### config.mk
export PLATFORM = sky130hd
export DESIGN_NAME = linebuff_nf_window
export DESIGN_NICKNAME = d
export VERILOG_FILES = /design/src/rtl/linebuff_nf_window.sv
export SDC_FILE = /design/constraint.sdc
export NUM_CORES = 2
export LEC_CHECK = 0
export ABC_AREA = 1
export CORE_MARGIN = 2
export CORE_UTILIZATION = 50
export CTS_BUF_LIST = sky130_fd_sc_hd__clkbuf_16
export CTS_CLUSTER_SIZE = 12
export DETAILED_ROUTE_END_ITERATION = 10
export PLACE_DENSITY_LB_ADDON = 0.12
export SYNTH_ARGS = -nofsm -noshare
export SYNTH_HDL_FRONTEND = slang
export SYNTH_SLANG_ARGS = --single-unit
### constraint.sdc
create_clock -name lb_clk -period 9.05 [get_ports lb_clk]
set_input_delay 1.81 -clock lb_clk [delete_from_list [all_inputs] [get_ports lb_clk]]
set_output_delay 1.81 -clock lb_clk [all_outputs]
set_load 0.02 [all_outputs]
### src/rtl/linebuff_nf_window.sv
// NUM_CH parallel line buffers that emit a KSIZE x KSIZE window per accepted raster pixel (LB_STRIDE2_EN: even-origin windows only).
// Latency: 1 cycle; window, coordinates, valid and frame-done are registered after the accepting edge.
// Backpressure: none; every lb_valid_i with lb_en high is consumed, and lb_en low freezes all state.
module linebuff_nf_window #(
    parameter int DATA_WIDTH = 8,
    parameter int NUM_CH     = 1,
    parameter int IMG_COLS   = 32,
    parameter int IMG_ROWS   = 32,
    parameter int KSIZE      = 5,
    parameter int CW         = $clog2(IMG_COLS),
    parameter int RW         = $clog2(IMG_ROWS)
) (
    input  logic                                                  lb_clk,
    input  logic                                                  lb_rst_b,
    input  logic                                                  lb_en,
    input  logic                                                  lb_valid_i,
    input  logic                                                  lb_sof_i,
    input  logic [NUM_CH-1:0][DATA_WIDTH-1:0]                     lb_in_i,
    output logic [NUM_CH-1:0][KSIZE-1:0][KSIZE-1:0][DATA_WIDTH-1:0] lb_win_o,
    output logic                                                  lb_win_valid_o,
    output logic [RW-1:0]                                         lb_out_row_o,
    output logic [CW-1:0]                                         lb_out_col_o,
    output logic                                                  lb_frame_done_o
);

    typedef logic [NUM_CH-1:0][KSIZE-1:0][KSIZE-1:0][DATA_WIDTH-1:0] win_t;

    localparam logic [CW-1:0] COL_LAST = CW'(IMG_COLS - 1);
    localparam logic [RW-1:0] ROW_LAST = RW'(IMG_ROWS - 1);
    localparam logic [CW-1:0] COL_K1   = CW'(KSIZE - 1);
    localparam logic [RW-1:0] ROW_K1   = RW'(KSIZE - 1);

    logic          accept;
    logic [RW-1:0] row_cnt, pix_row, out_row, row_q;
    logic [CW-1:0] col_cnt, pix_col, out_col, col_q;
    logic          stride_ok, win_hit, valid_q, done_q;
    win_t          win_q, win_nxt, out_win;

    assign accept  = lb_en & lb_valid_i;
    // sof forces the current pixel to the frame origin regardless of the counters
    assign pix_row = lb_sof_i ? '0 : row_cnt;
    assign pix_col = lb_sof_i ? '0 : col_cnt;
    assign out_row = pix_row - ROW_K1;
    assign out_col = pix_col - COL_K1;

`ifdef LB_STRIDE2_EN
    assign stride_ok = ~out_row[0] & ~out_col[0];
`else
    assign stride_ok = 1'b1;
`endif

    assign win_hit = accept & (pix_row >= ROW_K1) & (pix_col >= COL_K1) & stride_ok;

    always_ff @(posedge lb_clk or negedge lb_rst_b) begin
        if (!lb_rst_b) begin
            row_cnt <= '0;
            col_cnt <= '0;
        end else if (accept) begin
            if (pix_col == COL_LAST) begin
                col_cnt <= '0;
                row_cnt <= (pix_row == ROW_LAST) ? '0 : pix_row + RW'(1);
            end else begin
                col_cnt <= pix_col + CW'(1);
                row_cnt <= pix_row;
            end
        end
    end

    // One word per column holds the K-1 previous rows; index 0 is the most recent row.
    for (genvar ch = 0; ch < NUM_CH; ch++) begin : g_ch
        logic [KSIZE-2:0][DATA_WIDTH-1:0] line_mem [IMG_COLS];
        logic [KSIZE-1:0][DATA_WIDTH-1:0] col_new;

        assign col_new = {line_mem[pix_col], lb_in_i[ch]};

        always_ff @(posedge lb_clk) begin
            if (accept) begin
                line_mem[pix_col] <= col_new[KSIZE-2:0];
            end
        end

        for (genvar i = 0; i < KSIZE; i++) begin : g_row
            for (genvar j = 0; j < KSIZE - 1; j++) begin : g_col
                assign win_nxt[ch][i][j] = win_q[ch][i][j+1];
            end
            // row 0 of the window is the oldest stored row, row K-1 the live pixel
            assign win_nxt[ch][i][KSIZE-1] = col_new[KSIZE-1-i];
        end
    end

    always_ff @(posedge lb_clk or negedge lb_rst_b) begin
        if (!lb_rst_b) begin
            win_q   <= '0;
            out_win <= '0;
            valid_q <= 1'b0;
            done_q  <= 1'b0;
            row_q   <= '0;
            col_q   <= '0;
        end else begin
            valid_q <= win_hit;
            done_q  <= win_hit & (pix_row == ROW_LAST) & (pix_col == COL_LAST);
            if (accept) begin
                win_q <= win_nxt;
            end
            if (win_hit) begin
                out_win <= win_nxt;
                row_q   <= out_row;
                col_q   <= out_col;
            end
        end
    end

    assign lb_win_o        = out_win;
    assign lb_win_valid_o  = valid_q;
    assign lb_out_row_o    = row_q;
    assign lb_out_col_o    = col_q;
    assign lb_frame_done_o = done_q;

endmodule

==> flow_summary_export.csv <==
group,metric,value,unit
global_route,grt_first_pass_wirelength,226000,µm
pwr,internal-power,11.6,mW
global_route,grt.total_usage,26.9,%
pwr,combPwrFrac,16.0,%
sta,timing.final.crit_period,5.53,ns
clock_tree,clkTransAtPathRegs,0.06,ns
sta,finalSetupViolations,0,
clock_tree,cts_made_buffers,149,
critical_path,worstPathArrival,5.88,ns
drt,wl_met1,64600,µm
critical_path,cp-start-kind,"input pin",
pwr,ir_drop,0.000161,V
placement,gp_congestion,0.816,
global_route,grt_pass1_vias,34800,
critical_path,critPathKind,"input pin to flip-flop",
critical_path,critical_path.max_stage_delay,1.10,ns
global_route,grt_antenna_before_repair,0,
flow_run,drv_cap,0,
critical_path,cp_max_fo,32,
synth,synthXorXnorAreaFrac,0.0473,%
drt,drt-total-wl,153000,µm
sta,drv_slew,0,
drt,wl_per_cell,22.5,µm
pwr,power_leakage,25.0,nW
drt,drt_iter0_drc,3830,
clock_tree,post_cts_buffers,0,
clock_tree,cts_resized,0,
pwr,swShare,28.0,%
layout,drive_gt1_share,6.25,%
synth,synth_top_area_share,55.3,%
synth,synthArstFlopShare,27.2,%
drt,dr_wl_met3,10200,µm
drt,vias,36900,
clock_tree,root_buffer,"clkbuf_16",
drt,wl_met2,72300,µm
layout,nets,5210,
worst_hold_path,holdCritPathClass,"flip-flop to flip-flop",
clock_tree,cts_buffer_depth,3,
synth,synthSimpleGateAreaFrac,14.7,%
critical_path,crit_family,"simple AND/OR/NAND/NOR gates",
pwr,netSwitchingPower,4.51,mW
synth,synthAdderAreaFrac,0.293,%
clock_tree,clock_sinks,1406,
drt,first_pass_iters,6,
pwr,p_per_area,252,nW/µm²
synth,synthMuxAreaShare,0,%
sta,fmax,0.181,GHz
synth,synthTopCellsByCount,"nand2_1 (1,198), edfxtp_1 (1,024), nor2_1 (741), o21ai_0 (700), dfrtp_1 (382)",
sta,tightest_slew,1.42,ns
floorplanning,die_h,337,µm
clock_tree,htree_num_levels,4,
sta,rsz0062_at_grt,"false",
synth,ys_seq_elements,1406,
global_route,grt-ovfl-total,0,
placement,place_hpwl,86400,µm
critical_path,cp_cell_sequence,"clkdlybuf4s50_1 -> inv_2 -> nand2_1 -> inv_1 -> nand2_1 -> nor2_4 -> inv_1 -> nor2_4",
floorplanning,ios,225,
clock_tree,hold_buffers,0,
synth,avgSynthCellArea,11.1,µm²
placement,port_buffers,224,
sta,tns,0,ns
sta,clock-skew-final,0.0251,ns
synth,synth.area.top_cells,"edfxtp_1 (55%), dfrtp_1 (17%), nand2_1 (8.1%)",
critical_path,slowest_stage,"nor2_4",
clock_tree,insertion_delay,0.76,ns
synth,synth_top_family_by_area,"simple AND/OR/NAND/NOR gates",
floorplanning,start_util,50.3,%
sta,relSlewSlack,5.29,%
synth,syn-num-nets,5038,
drt,ant_nets,0,
clock_tree,cts_tree,"yes",
synth,synth_area,55600,µm²
synth,synth-compound-area-share,8.08,%
global_route,grt_max_degree,203,
drt,dr.max_layer_used,"met4",
synth,ys_seq_area_share,72.5,%
layout,fin_area,63900,µm²
synth,synth-main-ff-cell,"edfxtp_1",
floorplanning,die_w,337,µm
floorplanning,row_count,122,
critical_path,crit_buf_inv,4,
pwr,pwr-share-seq,49.2,%
synth,synth.distinct_cells,27,
synth,synth_top_cell_by_area,"edfxtp_1",
synth,synth_cells,5012,
sta,fin_crit_sh,61.1,%
drt,vias_per_cell,5.44,
sta,hold_violations,0,
floorplanning,coreArea,111000,µm²
pwr,clkPwrFrac,34.8,%
layout,syn_to_final_growth,15.0,%
critical_path,cp-end-kind,"flip-flop",
drt,route.detailed.drc,0,
synth,synth-warning-count,0,
synth,yosysMostFrequentCell,"nand2_1",
critical_path,required,9.41,ns
floorplanning,dieArea,114000,µm²
placement,placed_area,59400,µm²
synth,synth_edf_count,1024,
outcome,status,"complete, no violations",
cells in the final DEF, fill, tap and decap left out, drive strengths merged:
cell and n:
nor2 750, nor4 1, edfxtp 1024, a31oi 2, diode 1, clkinv 61
xor2 2, xnor2 1, nand2 1201, o22ai 1, inv 350, clkbuf 158
clkdlybuf4s50 221, o21ai 885, nor3 1, ha 13, o32ai 1, or2 11
nand3 143, nand4 3, buf 76, dfrtp 382, a21oi 7
through the flow:
stage	hold WS [ns]	setup WS (ns)	utilization (%)	power (mW)	std cells
finish	0.464	3.52	57.8	16.1	6783
global route	0.481	3.35	57.8	16.7	6782
CTS	0.464	3.56	57.8	16.2	6779
detailed placement	0.450	2.79	53.7	10.6	6518
global placement	0.455	2.81	53.7	10.6	6518
floorplan	0.442	4.33	-	9.33	5012
power groups by stage:
stage	registers (mW)	clock network [mW]	logic [mW]
after floorplan	8.25	0	1.09
after global placement	8.05	0	2.57
after detailed placement	8.05	0	2.59
after CTS	7.93	5.67	2.60
final	7.93	5.60	2.57
after global routing	7.98	5.91	2.82
final timing paths:
| kind | start | endpoint | slack (ns) | cells past startpoint |
|---|---|---|---|---|
| max | lb_sof_i | g_ch[0].line_mem[13][30]$_DFFE_PP_ | 3.52 | 8 |
| min | win_nxt[3]$_DFFE_PN0P_ | lb_win_o[3]$_DFFE_PN0P_ | 0.46 | 2 |
| max reg2reg | col_cnt[0]$_DFFE_PN0P_ | g_ch[0].line_mem[15][9]$_DFFE_PP_ | 3.97 | 9 |
| min reg2reg | win_nxt[3]$_DFFE_PN0P_ | lb_win_o[3]$_DFFE_PN0P_ | 0.46 | 2 |
| max in group asynchronous | lb_rst_b | win_nxt[187]$_DFFE_PN0P_ | 6.55 | 2 |
| min in group asynchronous | lb_rst_b | lb_win_valid_o$_DFF_PN0_ | 1.06 | 1 |
worst register-to-register path: stages (launching register included):
cell and delay (ns):
dfrtp_1 1.02, inv_8 0.49, nor2_4 0.65, buf_4 0.83, o21ai_0 0.46, o21ai_1 0.19
nand2_1 0.07, nand2_1 0.08, nor2_1 0.04, nand2_1 0.86
metal layers:
layer	global-route usage (%)	vias up
met5	0	-
met4	10.1	0
met3	4.37	289
met2	42.9	1326
met1	37.5	18100
li1	-	17200
state kept, by name, indices dropped and copies added (netlist names):
name	count
lb_out_row_o	5
col_cnt	5
lb_win_o	200
win_nxt	160
lb_out_col_o	5
g_ch.line_mem	1024
row_cnt	5
lb_frame_done_o	1
lb_win_valid_o	1
kinds of logic (layout without fill, tap and decap cells):
group | after synthesis | count (layout)
fa+ha+maj | 13 | 13
compound gates | 896 | 896
other cells | 0 | 1
buf+inv | 584 | 866
flops | 1406 | 1406
xor+xnor | 3 | 3
simple gates | 2110 | 2110
area by class of cell:
cell class / instances / area [µm²]
Clock buffer: 158 / 3950
Antenna cell: 1 / 2.50
Fill cell: 9271 / 46600
Tap cell: 1488 / 1860
Timing Repair Buffer: 297 / 2910
Inverter: 308 / 1160
Multi-Input combinational cell: 3022 / 13200
Clock inverter: 103 / 488
Sequential cell: 1406 / 40300
Note: power is estimated with default switching activity, not from simulation.
